### config.mk
export PLATFORM = sky130hd
export DESIGN_NAME = multicycle_cu
export DESIGN_NICKNAME = d
export VERILOG_FILES = /design/src/rtl/multicycle_cu.sv
export SDC_FILE = /design/constraint.sdc
export NUM_CORES = 1
export LEC_CHECK = 0
export CORE_UTILIZATION = 35
export DETAILED_ROUTE_END_ITERATION = 12
export PLACE_DENSITY = 0.77
export SLEW_MARGIN = 40
export SYNTH_ARGS = -nofsm -noshare
export SYNTH_HDL_FRONTEND = slang
export SYNTH_SLANG_ARGS = --single-unit
### constraint.sdc
create_clock -name clk -period 1.7 [get_ports clk]
set_input_delay 0.34 -clock clk [delete_from_list [all_inputs] [get_ports clk]]
set_output_delay 0.34 -clock clk [all_outputs]
set_load 0.005 [all_outputs]
### src/rtl/multicycle_cu.sv
// Multicycle RV32I control unit: steps one instruction through fetch/decode/execute over a shared memory and ALU.
// Outputs are decoded from the registered state. Enables are further gated by mem_ready, the branch flags and rst.
module multicycle_cu #(
  parameter int ALU_CTRL_W  = 4,
  parameter int BRANCH_FULL = 1,
  parameter int WAIT_MEM    = 1
) (
  input  logic                  clk,
  input  logic                  rst,
  input  logic [6:0]            op,
  input  logic [2:0]            funct3,
  input  logic                  funct7_5,
  input  logic                  zero,
  input  logic                  lt,
  input  logic                  ltu,
  input  logic                  mem_ready,
  output logic                  PCWrite,
  output logic                  AdrSrc,
  output logic                  MemWrite,
  output logic                  IRWrite,
  output logic [1:0]            ResultSrc,
  output logic [1:0]            ALUSrcA,
  output logic [1:0]            ALUSrcB,
  output logic [2:0]            ImmSrc,
  output logic [ALU_CTRL_W-1:0] ALUControl,
  output logic                  RegWrite,
  output logic                  retire,
  output logic                  illegal,
  output logic [3:0]            state
);

  typedef enum logic [3:0] {
    S_FETCH    = 4'd0,
    S_DECODE   = 4'd1,
    S_MEMADR   = 4'd2,
    S_MEMREAD  = 4'd3,
    S_MEMWB    = 4'd4,
    S_MEMWRITE = 4'd5,
    S_EXECR    = 4'd6,
    S_EXECI    = 4'd7,
    S_ALUWB    = 4'd8,
    S_BRANCH   = 4'd9,
    S_JAL      = 4'd10,
    S_LUI      = 4'd11,
    S_TRAP     = 4'd15
  } state_e;

  localparam logic [6:0] OP_LOAD  = 7'b0000011;
  localparam logic [6:0] OP_STORE = 7'b0100011;
  localparam logic [6:0] OP_R     = 7'b0110011;
  localparam logic [6:0] OP_I     = 7'b0010011;
  localparam logic [6:0] OP_BR    = 7'b1100011;
  localparam logic [6:0] OP_JAL   = 7'b1101111;
  localparam logic [6:0] OP_LUI   = 7'b0110111;

  localparam logic [3:0] ALU_ADD  = 4'd0;
  localparam logic [3:0] ALU_SUB  = 4'd1;
  localparam logic [3:0] ALU_AND  = 4'd2;
  localparam logic [3:0] ALU_OR   = 4'd3;
  localparam logic [3:0] ALU_XOR  = 4'd4;
  localparam logic [3:0] ALU_SLT  = 4'd5;
  localparam logic [3:0] ALU_SLTU = 4'd6;
  localparam logic [3:0] ALU_SLL  = 4'd7;
  localparam logic [3:0] ALU_SRL  = 4'd8;
  localparam logic [3:0] ALU_SRA  = 4'd9;

  state_e     state_q, state_d;
  logic       illegal_q, illegal_d;
  logic       ready;
  logic       br_ok;
  logic       br_cond;
  logic       taken;
  logic [3:0] alu_funct;
  logic [3:0] alu_op;
  logic       pc_we, ir_we, mem_we, reg_we, retire_raw;

  assign ready = (WAIT_MEM != 0) ? mem_ready : 1'b1;

  // funct3 010/011 never encode a branch; the reduced set keeps only beq/bne.
  assign br_ok = (funct3[2:1] == 2'b00) || ((BRANCH_FULL != 0) && funct3[2]);

  always_comb begin
    case (funct3[2:1])
      2'b00:   br_cond = zero;
      2'b10:   br_cond = lt;
      2'b11:   br_cond = ltu;
      default: br_cond = zero;
    endcase
    taken = br_cond ^ funct3[0];
  end

  always_comb begin
    case (op)
      OP_LOAD, OP_I: ImmSrc = 3'b000;
      OP_STORE:      ImmSrc = 3'b001;
      OP_BR:         ImmSrc = 3'b010;
      OP_JAL:        ImmSrc = 3'b011;
      OP_LUI:        ImmSrc = 3'b100;
      default:       ImmSrc = 3'b000;
    endcase
  end

  always_comb begin
    case (funct3)
      3'b000:  alu_funct = (op == OP_R && funct7_5) ? ALU_SUB : ALU_ADD;
      3'b001:  alu_funct = ALU_SLL;
      3'b010:  alu_funct = ALU_SLT;
      3'b011:  alu_funct = ALU_SLTU;
      3'b100:  alu_funct = ALU_XOR;
      3'b101:  alu_funct = funct7_5 ? ALU_SRA : ALU_SRL;
      3'b110:  alu_funct = ALU_OR;
      default: alu_funct = ALU_AND;
    endcase
  end

  always_comb begin
    state_d    = state_q;
    pc_we      = 1'b0;
    ir_we      = 1'b0;
    mem_we     = 1'b0;
    reg_we     = 1'b0;
    retire_raw = 1'b0;
    AdrSrc     = 1'b0;
    ResultSrc  = 2'b00;
    ALUSrcA    = 2'b00;
    ALUSrcB    = 2'b00;
    alu_op     = ALU_ADD;
    case (state_q)
      S_FETCH: begin
        ALUSrcB   = 2'b10;
        ResultSrc = 2'b10;
        ir_we     = ready;
        pc_we     = ready;
        if (ready) state_d = S_DECODE;
      end
      S_DECODE: begin
        // OldPC + imm lands in ALUOut as the branch/jal target
        ALUSrcA = 2'b01;
        ALUSrcB = 2'b01;
        case (op)
          OP_LOAD, OP_STORE: state_d = S_MEMADR;
          OP_R:              state_d = S_EXECR;
          OP_I:              state_d = S_EXECI;
          OP_BR:             state_d = br_ok ? S_BRANCH : S_TRAP;
          OP_JAL:            state_d = S_JAL;
          OP_LUI:            state_d = S_LUI;
          default:           state_d = S_TRAP;
        endcase
      end
      S_MEMADR: begin
        ALUSrcA = 2'b10;
        ALUSrcB = 2'b01;
        state_d = op[5] ? S_MEMWRITE : S_MEMREAD;
      end
      S_MEMREAD: begin
        AdrSrc = 1'b1;
        if (ready) state_d = S_MEMWB;
      end
      S_MEMWB: begin
        ResultSrc  = 2'b01;
        reg_we     = 1'b1;
        retire_raw = 1'b1;
        state_d    = S_FETCH;
      end
      S_MEMWRITE: begin
        AdrSrc     = 1'b1;
        mem_we     = 1'b1;
        retire_raw = ready;
        if (ready) state_d = S_FETCH;
      end
      S_EXECR: begin
        ALUSrcA = 2'b10;
        alu_op  = alu_funct;
        state_d = S_ALUWB;
      end
      S_EXECI: begin
        ALUSrcA = 2'b10;
        ALUSrcB = 2'b01;
        alu_op  = alu_funct;
        state_d = S_ALUWB;
      end
      S_ALUWB: begin
        reg_we     = 1'b1;
        retire_raw = 1'b1;
        state_d    = S_FETCH;
      end
      S_BRANCH: begin
        ALUSrcA    = 2'b10;
        alu_op     = ALU_SUB;
        pc_we      = taken;
        retire_raw = 1'b1;
        state_d    = S_FETCH;
      end
      S_JAL: begin
        ALUSrcA = 2'b01;
        ALUSrcB = 2'b10;
        pc_we   = 1'b1;
        state_d = S_ALUWB;
      end
      S_LUI: begin
        ALUSrcA = 2'b11;
        ALUSrcB = 2'b01;
        state_d = S_ALUWB;
      end
      S_TRAP:  state_d = S_TRAP;
      default: state_d = S_TRAP;
    endcase
  end

  assign illegal_d = illegal_q | (state_d == S_TRAP);

  always_ff @(posedge clk) begin
    if (rst) begin
      state_q   <= S_FETCH;
      illegal_q <= 1'b0;
    end else begin
      state_q   <= state_d;
      illegal_q <= illegal_d;
    end
  end

  // rst kills every write enable in the same cycle so a reset never leaves a partial write behind
  assign PCWrite    = pc_we & ~rst;
  assign IRWrite    = ir_we & ~rst;
  assign MemWrite   = mem_we & ~rst;
  assign RegWrite   = reg_we & ~rst;
  assign retire     = retire_raw & ~rst;
  assign ALUControl = ALU_CTRL_W'(alu_op);
  assign illegal    = illegal_q;
  assign state      = state_q;

endmodule

# Word-level counts from Yosys, hierarchy flattened
# Index checks and enable logic that the tools add are counted.
op_classes:
  addsub: 0
  multipliers: 0
  div_mod_pow: 0
  n_lt_le_gt_ge: 0
  n_eq_ne: 27
  shift: 0
  n_mux: 22
  bitwise: 8
  reduce_logical: 15
op_table:
  columns: ["operator", "count"]
  rows:
  - ["$pmux W4 S7", 2]
  - ["$pmux W4 S6", 1]
  - ["$eq A7 B6 Y1 const B", 3]
  - ["$eq A4 B4 Y1 const B", 5]
  - ["$eq A4 B3 Y1 const B", 4]
  - ["$eq A7 B7 Y1 const B", 2]
  - ["$mux W4", 3]
  - ["$pmux W3 S4", 1]
  - ["$reduce_or A2 Y1", 6]
  - ["$reduce_or A4 Y1", 3]
  - ["$eq A3 B3 Y1 const B", 3]
  - ["$eq A4 B2 Y1 const B", 2]
  - ["$pmux W2 S2", 2]
  - ["$pmux W4 S2", 1]
  - ["$eq A7 B2 Y1 const B", 1]
  - ["$eq A7 B5 Y1 const B", 1]
  - ["$eq A3 B2 Y1 const B", 2]
  - ["$mux W1", 6]
  - ["$mux W3", 2]
  - ["$pmux W2 S3", 1]
  - ["$and A1 B1 Y1", 5]
  - ["$eq A2 B2 Y1 const B", 2]
  - ["$eq A4 B1 Y1 const B", 1]
  - ["$logic_not A4 Y1", 1]
  - ["other kinds (11)", 12]
word_totals:
  ff_bits: 5
  latch_bits: 0
  ramBits: 0
  romBits: 0
  output_inout_bits: 24
  wordCells: 74
  n_memories: 0

# Longest topological paths before layout
depth:
  word_depth: 7
  depth_mapped: 6
  mapped_depth_nobuf: 5

# Least setup slack after synthesis
# No wires, ideal clock.
synth_timing:
  path_kind: "input to output"
  from: "input port funct3[2]"
  to: "output port PCWrite"
  t_arrival_ps: 1477
  path_slack_ps: -117
  path_stages: 6
  cell_sequence: "clkbuf_1 nor2_1 a21oi_1 xor2_1 a311oi_1 a2111oi_0"
synth_between:
  elab_chain_cells: 5
synth_rtl:
  columns: ["element", "line_no", "rtl"]
  rows:
  - ["start: declaration", "11", "input logic [2:0] funct3,"]
  - ["$eq A2 B2 Y1", "83", "case (funct3[2:1])"]
  - ["$pmux W1 S2 (*)", "83", null]
  - ["$xor A1 B1 Y1 (*)", "89", "taken = br_cond ^ funct3[0];"]
  - ["$pmux W1 S3 (*)", "128", "case (state_q)"]
  - ["$and A1 B1 Y1 (*)", "223", "assign PCWrite = pc_we & ~rst;"]
  - ["end: declaration", "17", "output logic PCWrite,"]
# Mark *: on every way between the ends. The rest lies on a longest branch, timed or not.

# Worst setup path in the final report
layout_timing:
  from: "register state_q[3], in the netlist state[3]"
  to: "output port PCWrite"
layout_between:
  elab_chain_cells: 3
layout_rtl:
  columns: ["element", "line_no", "rtl"]
  rows:
  - ["start: declaration", "67", "state_e state_q, state_d;"]
  - ["start signal: assignment", "217", "state_q <= state_d;"]
  - ["$eq A4 B4 Y1 / $logic_not A4 Y1 (equally long branches)", "128", null]
  - ["$pmux W1 S3 (*)", "128", null]
  - ["$and A1 B1 Y1 (*)", "223", null]
# Marks and branches as above.

==> out/qor.yml <==
final-max-slew-violation-count: 0
min_period_over_period_pct: 106
r2r_cells: 7
clk_pin_slew_ps: 50
p_total_mw: 2.29
cts_made_buffers: 3
finClkSkew_ps: 7.67
syn-num-nets: 122
final_layout_size_suffix_gt1_share_pct: 56.3
clk_path_buf_depth: 2
yosysWarnings: 0
clk_latency_ps: 240
synth_edf_count: 0
finalHoldViolations: 0
path_max_fanout: 3
fmax_ghz: 0.555
drt-vias-per-instance: 5.81
place_congestion: 0.851
path_class: "reg2out"
vdd_drop_max_uv: 928
wl_per_cell_um: 17.4
coreArea_um2: 1820
power_density_nw_per_um2: 1490
final_util_pct: 84.5
root_buffer: "clkbuf_4"
die_width_um: 47.1
fin_ws_ps: -101
worst-path-stages: 5
slowest_stage: "dfxtp_4"
hold_class: "reg2reg"
relSlewSlack_pct: 78.8
seq_area_um2: 115
async_flop_share_pct: 0
period_minus_slack_ps: 1800
violations: "negative setup slack"
critPathCaptureType: "primary output"
drt_iter0_drc: 42
syn_inst: 105
holdPathStages: 2
io_buffer_count: 40
crit_arrival_ps: 1460
critPathLaunchType: "flop"
cp_cell_sequence: "buf_6 -> nor3_2 -> a311oi_1 -> a2111oi_2 -> buf_2"
track_usage_pct: 31.1
synth-seq-cells: 5
dieHeight_um: 47.1
dieArea_um2: 2220
vias: 1209
n_fill_cell: 112
syn_area_per_cell_um2: 6.79
finalSetupViolCount: 4
multi_input_area_um2: 708
drv_cap: 0
postRouteAntennaNets: 0
drt_first_pass_iters: 4
cts_tree: "built"
status: "finished with violations"
grt_overflow_total: 0
grt_pass1_wl_mm: 4.89
cts.sink_count: 5
leakage_nw: 0.696
antenna_cells: 0
cpPeakStageDelay_ps: 340
routed_wl_mm: 3.62
start_util_pct: 39.2
htreeDepth: 1
nets: 201
area_growth_pct: 116
place_hpwl_mm: 2.07
grt_max_degree: 12
drc_errors: 0
rsz0062_at_grt: "yes"
cp_top_family: "compound AO/OA/AOI/OAI gates"
ys.flop_type: "dfxtp_1"
rows: 15
ys_seq_area_share_pct: 14.0
antenna_found_initial: 0
top_level_ports: 41
ys_types: 37
cp_data_required_time_ps: 1360
synthesis.area_um2: 713
worstMarginPinSlew_ps: 314
first_global_vias: 1164
crit_buf_inv: 2
==> cell usage in the layout, fill, tap and decap left out, types with 2 or more instances in the layout <==
cell type	n
a21oi_2	3
and3_1	3
buf_2	13
buf_4	35
buf_6	9
clkbuf_2	9
clkbuf_4	3
clkdlybuf4s15_1	4
clkdlybuf4s50_1	5
dfxtp_4	4
dlygate4sd2_1	6
inv_1	4
mux2i_1	2
nand2_1	7
nand2b_1	3
nand2b_4	2
nand3_1	2
nand4b_1	2
nor2_1	10
nor2b_1	2
nor2b_4	2
nor3_2	4
nor3b_2	2
nor4_2	2
o211ai_1	3
o21a_1	2
o21ai_0	3
o21ai_1	5
xnor2_1	2
xor2_1	2
==> power breakdown <==
group	switching, mW	leakage, nW	total [mW]	internal, mW
combinational	0.858	0.637	1.87	1.02
sequential	0.0907	0.0437	0.279	0.189
clock	0.0479	0.0150	0.137	0.0887
total	0.996	0.696	2.29	1.29
==> flip-flops by register name, summed over array words and instances (netlist names) <==
register	cells
state	4
illegal	1
==> synthesized netlist by cell type (4+ instances only) <==
master / count / share of area [%]
a21oi_1: 4 / 2.8
inv_1: 4 / 2.1
nor2b_1: 4 / 3.5
dfxtp_1: 5 / 14
nor3_1: 5 / 3.5
nand2_1: 8 / 4.2
clkbuf_1: 6 / 3.2
o21ai_0: 8 / 5.6
nand2b_1: 5 / 4.4
nor2_1: 12 / 6.3
==> worst min-delay path, cell delays in order, from the launching register on <==
cell and delay, ps:
dfxtp_1 300, inv_1 60, o22ai_2 70
==> per-layer routing <==
metal	share of wire (%)	GRT usage, %
met2	53	61.9
met1	35	29.7
met4	4.3	10.9
met5	0	0
met3	7.6	8.85
==> through the flow <==
step | TNS, ps | cells | area [µm²] | hold slack (ps) | setup slack, ps
detailed placement | -7150 | 194 | 1350 | 489 | -914
floorplan | 0 | 105 | 714 | 482 | 16.6
global route | -650 | 208 | 1540 | 508 | -161
global placement | -6390 | 194 | 1350 | 471 | -901
finish | -262 | 208 | 1540 | 484 | -101
CTS | -491 | 203 | 1490 | 488 | -178
==> cell families (layout without fill, tap and decap cells) <==
group	after synthesis	after routing	synth area share, %
compound gates	25	25	24.2
xor+xnor	5	5	6.14
buf+inv	13	91	8.42
flops	5	5	14.0
mux	3	3	4.21
simple gates	54	54	43.0
==> path summary, 6_finish.rpt <==
path / slack, ps / from / to
setup / recovery: -100 / state[3]$_SDFF_PP0_ / PCWrite
hold / removal: 480 / illegal$_SDFF_PP0_ / illegal$_SDFF_PP0_
setup reg to reg: -70 / state[3]$_SDFF_PP0_ / illegal$_SDFF_PP0_
hold reg to reg: 480 / illegal$_SDFF_PP0_ / illegal$_SDFF_PP0_
==> what timing repair did <==
item / 4_1_cts / 5_1_grt
gates resized for setup: 113 / 42
buffers inserted: 6 / 5
hold buffers: 0 / 0
pin swaps: 12 / 15
endpoints found under the setup margin: 21 / 20
endpoints found under the hold margin: 0 / 0
==> area by class of cell <==
type                       count  area share, %
multi-input combinational     87           46.0
timing repair buffer          83           41.8
sequential                     5           7.48
tap                           25           2.03
clock buffer                   4           1.71
inverter                       4          0.976
(Power assumes the default switching activity.)
